### src/rtl/i2c_arb_pkg.sv
// Shared types and constants for the I2C transaction arbiter.
// The timeout watchdog is only built when I2C_ARB_TIMEOUT_EN is defined.
package i2c_arb_pkg;

    typedef enum logic [2:0] {
        IDLE  = 3'd0,
        START = 3'd1,
        WAIT  = 3'd2,
        DONE  = 3'd3,
        ERR   = 3'd4
    } arb_state_t;

    localparam int ADDR_W          = 7;
    localparam int REPS_W          = 2;
    localparam int NREQ_DEFAULT    = 4;
    localparam int TIMEOUT_DEFAULT = 100000;
    localparam int TMO_W_DEFAULT   = $clog2(TIMEOUT_DEFAULT);

    // Counter only ever needs to reach TIMEOUT-1.
    function automatic int tmo_width(input int timeout);
        return (timeout > 2) ? $clog2(timeout) : 1;
    endfunction

    function automatic int idx_width(input int n);
        return (n > 1) ? $clog2(n) : 1;
    endfunction

endpackage

### src/rtl/i2c_arbiter_rr_picker.sv
// Combinational round-robin picker: lowest requester above 'last' wins,
// otherwise wrap around to the lowest requester overall.
module rr_picker
    import i2c_arb_pkg::*;
#(
    parameter int NREQ = NREQ_DEFAULT,
    parameter int IW   = idx_width(NREQ_DEFAULT)
) (
    input  logic [NREQ-1:0] req,
    input  logic [IW-1:0]   last,
    output logic [NREQ-1:0] win,
    output logic            valid
);

    logic [NREQ-1:0] upper;
    logic [NREQ-1:0] pool;
    logic            found;

    always_comb begin
        upper = '0;
        for (int i = 0; i < NREQ; i++) begin
            upper[i] = req[i] && (i > int'(last));
        end
        pool  = (|upper) ? upper : req;
        win   = '0;
        found = 1'b0;
        for (int i = 0; i < NREQ; i++) begin
            if (!found && pool[i]) begin
                win[i] = 1'b1;
                found  = 1'b1;
            end
        end
    end

    assign valid = |req;

endmodule

### src/rtl/i2c_arbiter.sv
// Round-robin arbiter sharing one I2C master between NREQ requesters.
// Define I2C_ARB_TIMEOUT_EN to build the WAIT-state watchdog.
module i2c_arbiter
    import i2c_arb_pkg::*;
#(
    parameter int NREQ    = NREQ_DEFAULT,
    parameter int TIMEOUT = TIMEOUT_DEFAULT
) (
    input  logic                     mclk,
    input  logic                     rst_n,
    input  logic [NREQ-1:0]          req,
    input  logic [ADDR_W*NREQ-1:0]   req_addr,
    input  logic [NREQ-1:0]          req_rw,
    input  logic [REPS_W*NREQ-1:0]   req_reps,
    input  logic                     done,
    input  logic                     ack_err,
    output logic                     startM,
    output logic [ADDR_W-1:0]        i2c_addr,
    output logic                     i2c_rw,
    output logic [NREQ-1:0]          gnt,
    output logic                     busy,
    output logic [NREQ-1:0]          req_done,
    output logic [NREQ-1:0]          req_err
);

    localparam int IW = idx_width(NREQ);

    arb_state_t         state;
    logic [IW-1:0]      last;
    logic [IW-1:0]      owner;
    logic [REPS_W-1:0]  rep_cnt;
    logic               armed;

    logic [NREQ-1:0]    win_oh;
    logic               win_valid;
    logic [IW-1:0]      win_idx;
    logic [ADDR_W-1:0]  sel_addr;
    logic               sel_rw;
    logic [REPS_W-1:0]  sel_reps;

`ifdef I2C_ARB_TIMEOUT_EN
    localparam int TW = tmo_width(TIMEOUT);
    logic [TW-1:0] tmo_cnt;
    logic          tmo_hit;
    assign tmo_hit = (tmo_cnt == TW'(TIMEOUT - 1));
`else
    generate
        if (TIMEOUT < 1) begin : g_no_watchdog
        end
    endgenerate
`endif

    rr_picker #(
        .NREQ (NREQ),
        .IW   (IW)
    ) u_picker (
        .req   (req),
        .last  (last),
        .win   (win_oh),
        .valid (win_valid)
    );

    always_comb begin
        win_idx  = '0;
        sel_addr = '0;
        sel_rw   = 1'b0;
        sel_reps = '0;
        for (int i = 0; i < NREQ; i++) begin
            if (win_oh[i]) begin
                win_idx  = IW'(i);
                sel_addr = req_addr[i*ADDR_W +: ADDR_W];
                sel_rw   = req_rw[i];
                sel_reps = req_reps[i*REPS_W +: REPS_W];
            end
        end
    end

    // 'armed' holds off any grant on the first edge after reset is released.
    always_ff @(posedge mclk) begin
        if (!rst_n) begin
            state    <= IDLE;
            last     <= IW'(NREQ - 1);
            owner    <= '0;
            rep_cnt  <= '0;
            armed    <= 1'b0;
            startM   <= 1'b0;
            i2c_addr <= '0;
            i2c_rw   <= 1'b0;
            gnt      <= '0;
            busy     <= 1'b0;
            req_done <= '0;
            req_err  <= '0;
`ifdef I2C_ARB_TIMEOUT_EN
            tmo_cnt  <= '0;
`endif
        end else begin
            armed    <= 1'b1;
            startM   <= 1'b0;
            req_done <= '0;
            req_err  <= '0;
            case (state)
                IDLE: begin
                    if (armed && win_valid) begin
                        state    <= START;
                        startM   <= 1'b1;
                        busy     <= 1'b1;
                        gnt      <= win_oh;
                        owner    <= win_idx;
                        i2c_addr <= sel_addr;
                        i2c_rw   <= sel_rw;
                        rep_cnt  <= sel_reps;
                    end
                end
                START: begin
                    state <= WAIT;
`ifdef I2C_ARB_TIMEOUT_EN
                    tmo_cnt <= '0;
`endif
                end
                WAIT: begin
                    if (done) begin
                        if (ack_err) begin
                            state   <= ERR;
                            req_err <= gnt;
                        end else if (rep_cnt == '0) begin
                            state    <= DONE;
                            req_done <= gnt;
                        end else begin
                            rep_cnt <= rep_cnt - 1'b1;
                            state   <= START;
                            startM  <= 1'b1;
                        end
                    end
`ifdef I2C_ARB_TIMEOUT_EN
                    else if (tmo_hit) begin
                        state   <= ERR;
                        req_err <= gnt;
                    end else begin
                        tmo_cnt <= tmo_cnt + 1'b1;
                    end
`endif
                end
                DONE, ERR: begin
                    state <= IDLE;
                    gnt   <= '0;
                    busy  <= 1'b0;
                    last  <= owner;
                end
                default: begin
                    state <= IDLE;
                    gnt   <= '0;
                    busy  <= 1'b0;
                end
            endcase
        end
    end

endmodule
### config.mk
export PLATFORM = sky130hd
export DESIGN_NAME = i2c_arbiter
export DESIGN_NICKNAME = d
export VERILOG_FILES = /design/src/rtl/i2c_arb_pkg.sv /design/src/rtl/i2c_arbiter_rr_picker.sv /design/src/rtl/i2c_arbiter.sv
export SDC_FILE = /design/constraint.sdc
export NUM_CORES = 1
export LEC_CHECK = 0
export BUFFER_PORTS_ARGS = -buffer_cell sky130_fd_sc_hd__buf_4
export CAP_MARGIN = 5
export CORE_MARGIN = 2
export CORE_UTILIZATION = 48
export CTS_CLUSTER_SIZE = 8
export DETAILED_ROUTE_END_ITERATION = 10
export PLACE_DENSITY = 0.82
export SYNTH_ARGS = -nofsm -noshare
export SYNTH_HDL_FRONTEND = slang
export SYNTH_SLANG_ARGS = --single-unit
export TNS_END_PERCENT = 1
### constraint.sdc
create_clock -name mclk -period 1.88 [get_ports mclk]
set_clock_uncertainty 0.05 [all_clocks]
set_input_delay 0.188 -clock mclk [delete_from_list [all_inputs] [get_ports mclk]]
set_output_delay 0.188 -clock mclk [all_outputs]
set_load 0.005 [all_outputs]
* Word level (Yosys, flattened, before mapping)
Index checks and enable logic that the tools add are counted.
** Cells by class
- Bitwise logic cells :: 5
- Add/subtract/negate cells :: 1
- Reductions and logical operators :: 23
- Muxes and demuxes :: 42
- Magnitude comparators :: 3
- Equal/unequal tests :: 8
** Operators with widths (count)
- 7-bit two-way mux :: 4
- 2-bit two-way mux :: 11
- 1-bit two-way mux :: 17
- 3-bit two-way mux :: 3
- 3-bit case mux with 3 select lines :: 1
- 4-bit two-way mux :: 2
- 2-bit != test (second input constant) :: 4
- 4-bit case mux with 2 select lines :: 1
- 1-bit logical AND :: 7
- 3-bit by 2-bit == test with 1-bit output (second input constant) :: 2
- 2-bit AND reduction :: 3
- 1-bit NOT :: 5
- 5-bit AND reduction :: 1
- 5-bit OR reduction :: 1
- 2-bit > comparator (first input constant) :: 2
- 1-bit case mux with 2 select lines :: 2
- 2-bit case mux with 2 select lines :: 1
- 4-bit AND reduction :: 1
- 2-bit OR reduction :: 2
- 4-bit OR reduction :: 1
- 3-bit by 1-bit == test with 1-bit output (second input constant) :: 1
- 3-bit == test (second input constant) :: 1
- 1-bit logical NOT :: 3
- 3-bit logical NOT :: 1
- 5 further kinds :: 5
** Storage, ports and cells
- Register bits after elaboration :: 32
- Input bits :: 48
- Logic and storage cells :: 94

* Depth between registers and ports, before layout
Gate-level depths: netlist of run 1.
- Depth after elaboration :: 17
- Gate-level depth with buffers :: 7
- Depth with buffers taken out :: 6

* By module
From an unflattened synthesis of run 1, not the netlist that was laid out.
** Second synthesis, totals
- Cells, all modules :: 182
- Area total of the unflattened synthesis :: 1644.1 um^2
** By module, submodules not included
- i2c_arbiter :: instances 1, area each 1530.2 um^2, cells each 164
- rr_picker :: instances 1, area each 113.9 um^2, cells each 18

* Worst setup path before layout of run 1
Ideal clock, no wire load.
- Path type :: in2reg
- Start :: in req[3]
- End :: reg i2c_addr[0]
- Stages :: 7
- Arrival :: 1445 ps
- Data required time :: 1694 ps
- Setup time :: 136 ps
- Setup slack :: 249 ps
- Buffers on the path :: 2
- Path through :: buf_2 -> or4_4 -> and3_4 -> nand3_4 -> nand2b_1 -> buf_4 -> o32ai_1
** Between the ends
- Cells in the longest elaborated chain, start to end :: 14
- Elaborated cells on any way between the ends :: 22
- Those cells by class :: mux (11); reduce/logical (11)
** RTL lines
- start: declaration :: line i2c_arbiter.sv:11 : input logic [NREQ-1:0] req,
- 1-bit logical AND :: line i2c_arbiter_rr_picker.sv:22 : upper[i] = req[i] && (i > int'(last));
- 3-bit OR reduction :: line i2c_arbiter_rr_picker.sv:24 : pool = (|upper) ? upper : req;
- 4-bit two-way mux :: line i2c_arbiter_rr_picker.sv:24
- 1-bit two-way mux :: line i2c_arbiter_rr_picker.sv:28 : if (!found && pool[i]) begin
- 1-bit logical NOT :: line i2c_arbiter_rr_picker.sv:28
- 1-bit logical AND :: line i2c_arbiter_rr_picker.sv:28
- 1-bit two-way mux :: line i2c_arbiter_rr_picker.sv:28
- 1-bit logical NOT :: line i2c_arbiter_rr_picker.sv:28
- 1-bit logical AND :: line i2c_arbiter_rr_picker.sv:28
- 1-bit two-way mux :: line i2c_arbiter_rr_picker.sv:28
- 1-bit logical NOT :: line i2c_arbiter_rr_picker.sv:28
- 1-bit logical AND :: line i2c_arbiter_rr_picker.sv:28
- 1-bit two-way mux :: line i2c_arbiter_rr_picker.sv:28
- 7-bit two-way mux :: line i2c_arbiter.sv:69 : if (win_oh[i]) begin
- end signal: assignment :: line i2c_arbiter.sv:109 : i2c_addr <= sel_addr;
- end: declaration :: line i2c_arbiter.sv:18 : output logic [ADDR_W-1:0] i2c_addr,
Parallel ways exist; a longest one is shown, timed or not.
A chain may end at the register's enable or synchronous reset.

* Worst setup path in the final report of run 1
- Start :: reg state[1]
- End :: reg i2c_addr[2]
** Between the ends
- Cells in the longest elaborated chain, start to end :: 2
** RTL lines
- start: declaration :: line i2c_arbiter.sv:28 : arb_state_t state;
- start signal: assignment :: line i2c_arbiter.sv:81 : state <= IDLE;
- start signal: assignment :: line i2c_arbiter.sv:104 : state <= START;
- start signal: assignment :: line i2c_arbiter.sv:115 : state <= WAIT;
- 3-bit logical NOT :: line i2c_arbiter.sv:101 : case (state)
- 2-bit AND reduction (no source line)
Every way passes these cells.

==> flow_summary.toml, run 1 <==
[power_and_ir_drop]
power.total_mw = 1.70
p_leak_nw = 1.04
power_density_mw_per_mm2 = 726
vdd_drop_max_uv = 405

[layout]
fillers = 300
n_antenna_cell = 0
final_cell_area_mm2 = 0.00235
drive_gt1_share_pct = 35.2
regArea_um2 = 642
nets = 321
fin_cells = 319
multiInputGateArea_um2 = 915
synthToLayoutAreaGrowth_pct = 38.1

[setup_path]
crit_chain = "buf_4, clkinv_1, and3_4, nand3_4, nand2b_1, o32ai_1"
cp.arrival_ps = 1900
r2r_start = "state[1]"
max_stage_delay_ps = 340
endpoint_kind = "register"
rrSetupSlack_ps = 180
path_class = "reg -> reg"
r2r_end = "i2c_addr[2]"
ff2ff_path_depth = 6
crit_fanout = 8
slowest_stage = "dfxtp_1"
setup.worst_path.start_class = "register"
critPathRequiredTime_ps = 2080

[timing]
max_slew_margin_pct = 66.3
hold_viol = 0
drv_slew = 0
setup_viol = 0
tns_ps = 0
min_period_ps = 1700
max_freq_mhz = 589
rsz0062_at_grt = "false"
worst_pin_slew_ps = 492
fin_ws_ps = 183
fin_crit_sh_pct = 90.3

[global_routing]
grt_pass1_vias = 1695
grt_start_max_net_pins = 13
grt-ovfl-total = 0
antenna_found_initial = 0
grt_pass1_wl_mm = 7.37
gr-usage-all-layers_pct = 23.3

[floorplanning]
io_pins = 70
die-area_mm2 = 0.00403
core_mm2 = 0.00336
initial_utilization_pct = 50.5
rows = 21
dieWidth_um = 63.5
die_h_um = 63.5

[clock_network]
cts_resized = 0
cts_hold_buf = 0
clock_sinks = 32
htree_num_levels = 2
root_buffer = "clkbuf_4"
clkTransAtPathRegs_ps = 110
cts-buffers-inserted = 5
cts_setup_buffers = 0
clockBufferDepth = 2
insertion_delay_ps = 340
cts_tree = "yes"

[run]
max-cap-violations = 0

[route]
first_pass_iters = 4
wl_per_cell_um = 14.1
vias = 1759
wl_met1_mm = 1.94
wirelength_mm = 4.51
drc = 0
dr_wl_met2_mm = 2.14
top_layer = "met4"
postRouteAntennaNets = 0
first_iter_violations = 123
routed_via_density = 5.51
met3WireLength_um = 354

[placed_design]
dp_hpwl_mm = 3.42
dp.cells = 311
port_buffers = 69
postPlaceCellArea_mm2 = 0.00227
post-place-ws_ps = 31.7
gp_congestion = 0.876

[synth]
synth_area_mm2 = 0.00170
syn-num-nets = 250
netlist_instances = 201
synth_area_per_cell_um2 = 8.45
yosys_register_bits = 32
synth_top_flop_cell = "dfxtp_1"
yosysWarnings = 0
synth-edff-count = 0
synthArstFlopShare_pct = 0
synth_cell_types = 46
yosysSeqAreaShare_pct = 37.7

[min_path]
worstHoldPathCells = 1
hold_path_startpoint = "rst_n"
min_to = "armed"
holdCritPathClass = "in -> reg"

[run_status]
status = "finished clean"
## flip-flops by register name (all words and copies together), names as in the netlist
name      count
rep_cnt       2
startM        1
req_done      4
gnt           4
last          2
i2c_addr      7
armed         1
owner         2
state         3
i2c_rw        1
req_err       4
busy          1
## layer usage
metal | GRT usage [%] | vias to the layer above
met5 | 0 | -
met4 | 10.3 | 0
met3 | 8.04 | 7
met2 | 38.7 | 75
met1 | 26.9 | 794
li1 | - | 883
## final cells by class
type | count | share of cell area, %
multi-input combinational | 137 | 39.0
clock inverter | 2 | 1.49
tap | 46 | 2.45
clock buffer | 6 | 1.76
sequential | 32 | 27.3
inverter | 17 | 2.72
timing repair buffer | 79 | 25.3
## per-stage QoR
step / hold WS (ps) / util (%)
after floorplan: 166 / -
after global placement: 369 / 67.4
after detailed placement: 363 / 67.4
after CTS: 4.19 / 69.7
after global routing: 6.51 / 69.8
final: 16.3 / 69.8
## critical path, delay by kind of cell, from the launching register on
kind | cells | cell delay (ps)
buf+inv | 2 | 280
flops | 1 | 340
compound gates | 1 | 320
simple gates | 3 | 620
## cells in the final DEF (no fill, tap or decap), types with 5 or more instances in the layout
| cell | n |
|---|---|
| a221oi_1 | 8 |
| inv_1 | 16 |
| a21oi_1 | 9 |
| a2bb2oi_1 | 9 |
| clkbuf_4 | 5 |
| nand2b_1 | 7 |
| o21ai_0 | 6 |
| and2_1 | 8 |
| dfxtp_1 | 31 |
| buf_4 | 79 |
| o32ai_1 | 9 |
| nor2_1 | 18 |
| nand2_1 | 14 |
## synthesized netlist by cell type, drive strengths merged, types with 2 or more instances
library cell | n | area (um^2)
nor2 | 18 | 67.6
dfxtp | 32 | 641
a21oi | 9 | 45.0
a2111oi | 2 | 17.5
o211ai | 3 | 22.5
o21ai | 7 | 35.0
inv | 16 | 60.1
o32ai | 9 | 78.8
a2bb2oi | 9 | 78.8
nand4b | 3 | 26.3
nand2 | 14 | 52.6
a221oi | 8 | 70.1
o21bai | 2 | 15.0
o22a | 2 | 17.5
clkbuf | 7 | 27.5
and2 | 9 | 56.3
and3 | 6 | 42.5
buf | 8 | 55.1
nand4 | 2 | 12.5
nand2b | 7 | 43.8
or2 | 2 | 12.5
a221o | 2 | 20.0
nor4 | 3 | 18.8
o22ai | 4 | 25.0
## power by group
part / internal, mW / leakage, nW / switching (mW)
Clock: 0.279 / 0.0422 / 0.249
Sequential: 0.722 / 0.261 / 0.0338
Combinational: 0.224 / 0.736 / 0.196
## how the worst max path moves through the flow
| stage | startpoint | endpoint | slack, ps | depth (start not counted) |
|---|---|---|---|---|
| 6_report | state[1] | i2c_addr[2] | 180 | 6 |
| 2_1_floorplan | req[3] | i2c_addr[0] | 250 | 7 |
| 3_5_place_dp | req[2] | rep_cnt[0] | 30 | 6 |
| 3_3_place_gp | req[2] | i2c_rw | 80 | 6 |
| 5_1_grt | state[0] | i2c_addr[3] | 40 | 5 |
| 4_1_cts | state[0] | rep_cnt[1] | 80 | 5 |
## cells by family (layout without fill, tap and decap cells)
kind of cell / count (synthesis) / after routing / synth area share [%]
AND/OR/NAND/NOR: 69 / 69 / 22.5
AO/OA/AOI/OAI: 66 / 66 / 29.8
flip-flops: 32 / 32 / 37.7
buffers and inverters: 32 / 104 / 8.61
adder cells (fa/ha/maj): 1 / 1 / 0.736
multiplexers: 1 / 1 / 0.589
Note: power is estimated with default switching activity, not from simulation.
==> run 2: changes to the inputs <==
CORE_UTILIZATION = 53   (was 48)
CTS_BUF_LIST = sky130_fd_sc_hd__clkbuf_2 sky130_fd_sc_hd__clkbuf_4 sky130_fd_sc_hd__clkbuf_8   (was not set)
PLACE_DENSITY = 0.9   (was 0.82)
SYNTH_HIERARCHICAL = 1   (was not set)
clock period = 2 ns   (was 1.88 ns; I/O delays follow)
==> run 2 against run 1 <==
Utilization is 5.7 points higher. Fmax is 10% lower. Combinational power is 18% lower. Critical path depth is 1 higher. Critical endpoint is now i2c_addr[0]. Largest cell class unchanged.
==> flow_summary.toml, run 2 <==
[run_status]
status = "finished clean"

[clock_network]
cts-buffers-inserted = 5
root_buffer = "clkbuf_4"
clkTransAtPathRegs_ps = 110
cts_tree = "yes"
clock_sinks = 32
insertion_delay_ps = 330
htree_num_levels = 2
cts_setup_buffers = 0
clockBufferDepth = 2

[setup_path]
cp-startpoint = "last[1]"
path_class = "reg -> reg"
r2r_start = "last[1]"
crit_fanout = 13
setup.worst_path.start_class = "register"
critPathRequiredTime_ps = 2210
crit_chain = "inv_2, o221a_2, buf_4, nor4b_4, buf_4, nand2_1, a31oi_1"
path_delay_family = "compound AO/OA/AOI/OAI gates"
cp.arrival_ps = 2100
slowest_stage = "dfxtp_2"
endpoint_kind = "register"
max_stage_delay_ps = 410
cp_common_cell = "buf_4"
cp_num_buf_inv = 3

[timing]
setup_viol = 0
min_period_ps = 1890
max_freq_mhz = 528
fin_crit_sh_pct = 94.7
drv_slew = 0
holdWs_ps = 72.6
rsz0062_at_grt = "false"
hold_viol = 0
max_slew_margin_pct = 65.7
worst_pin_slew_ps = 514

[global_routing]
antenna_found_initial = 0
grt_pass1_vias = 1493
grt_start_max_net_pins = 28
grt_pass1_wl_mm = 6.52
grt-ovfl-total = 0
gr-usage-all-layers_pct = 24.3

[synth]
yosysTopAreaCellShare_pct = 39.0
synthMuxAreaShare_pct = 1.22
synth_top_family_by_area = "compound AO/OA/AOI/OAI gates"
yosys_register_bits = 32
synth_area_per_cell_um2 = 9.03
synth_top_area_cell = "dfxtp_1"
netlist_instances = 182
synth-edff-count = 0
synth_cell_types = 43
synth_xor_area_share_pct = 0
synth_area_mm2 = 0.00164
yosysWarnings = 6
synthTopCellsByCount = "dfxtp_1, nand2_1, o21ai_0, and2_1, o21ai_1"
yosys-top-cells-area = "dfxtp_1, a221o_1, and2_1"
synth_simple_gate_area_share_pct = 21.8
syn-num-nets = 232
synthArstFlopShare_pct = 0
synth.most_common_cell = "dfxtp_1"
synth_compound_area_share_pct = 29.9
yosysSeqAreaShare_pct = 39.0
synthAdderAreaFrac_pct = 1.52
synth_top_flop_cell = "dfxtp_1"

[placed_design]
gp_congestion = 0.796
port_buffers = 69
postPlaceCellArea_mm2 = 0.00218
dp_hpwl_mm = 3.06

[min_path]
hold_path_startpoint = "req_addr[5]"
holdCritPathClass = "in -> reg"

[floorplanning]
die-area_mm2 = 0.00356
core_mm2 = 0.00300
io_pins = 70
rows = 20
die_h_um = 59.7
dieWidth_um = 59.7
initial_utilization_pct = 54.8

[power_and_ir_drop]
pwr-share-seq_pct = 46.1
p_switching_mw = 0.415
power_density_mw_per_mm2 = 682
p_comb_share_pct = 22.4
p_clk_share_pct = 31.5
p_leak_nw = 1.01
p_sw_share_pct = 26.9
vdd_drop_max_uv = 335
cell_internal_pwr_mw = 1.13

[route]
postRouteAntennaNets = 0
first_pass_iters = 4
drc = 0
vias = 1637
routed_via_density = 5.66
wirelength_mm = 4.15
wl_per_cell_um = 14.3
first_iter_violations = 85

[layout]
final_cell_mix = "buf_4, dfxtp_1, nand2_1"
synthToLayoutAreaGrowth_pct = 37.8
regArea_um2 = 642
regMostFlops = "i2c_addr"
nets = 305
final_cell_area_mm2 = 0.00227
largest_reg_flops = 7
n_antenna_cell = 0
final_common_cell = "buf_4"
multiInputGateArea_um2 = 902
final_util_pct = 75.5
fillers = 236
drive_gt1_share_pct = 38.3

[run]
max-cap-violations = 0
run 2: cell type report:
class,instances,area share (%)
multi-input combinational,133,39.8
sequential,32,28.3
timing repair buffer,77,25.5
clock inverter,3,1.88
tap,33,1.82
clock buffer,5,1.66
inverter,6,0.994
run 2: power by group through the flow:
stage | Combinational, mW | Sequential, mW | Clock [mW]
2_1_floorplan | 0.197 | 0.718 | 0
3_3_place_gp | 0.331 | 0.723 | 0
3_5_place_dp | 0.341 | 0.725 | 0
4_1_cts | 0.344 | 0.711 | 0.493
5_1_grt | 0.382 | 0.717 | 0.525
6_report | 0.345 | 0.713 | 0.486
run 2: logic make-up (layout without fill, tap and decap cells):
| logic type | after synthesis | after routing |
|---|---|---|
| mux | 2 | 2 |
| flops | 32 | 32 |
| fa+ha+maj | 2 | 2 |
| compound gates | 67 | 67 |
| simple gates | 62 | 62 |
| buf+inv | 17 | 91 |
run 2: worst paths after layout:
kind,slack (ps),depth (start not counted),end
max reg2reg,110,7,i2c_addr[0]
min reg2reg,430,2,gnt[1]
max,110,7,i2c_addr[0]
min,70,3,i2c_addr[5]
run 2: routing by layer:
metal / wire [um] / share of wire [%] / track usage [%] / up-vias
met3: 210 / 5.1 / 3.90 / 2
met5: 0 / 0 / 0 / -
met2: 2170 / 52 / 40.8 / 59
li1: - / - / - / 822
met4: 27 / 0.65 / 9.84 / 0
met1: 1740 / 42 / 30.9 / 754
run 2: stage by stage:
stage / std cells / setup slack (ps) / TNS [ps] / power (mW)
2_1_floorplan: 182 / 242 / 0 / 0.915
3_3_place_gp: 281 / 27.4 / 0 / 1.05
3_5_place_dp: 281 / -68.1 / -340 / 1.07
4_1_cts: 289 / 44.8 / 0 / 1.55
5_1_grt: 289 / 15.3 / 0 / 1.62
6_report: 289 / 106 / 0 / 1.54
run 2: what timing repair did:
action	in CTS	in global routing
setup endpoints to repair	9	8
hold buffers	0	0
gates resized for setup	1	2
run 2: worst min-delay path: stages:
cell and delay [ps]:
buf_4 110, nand2_1 40, a31oi_1 70
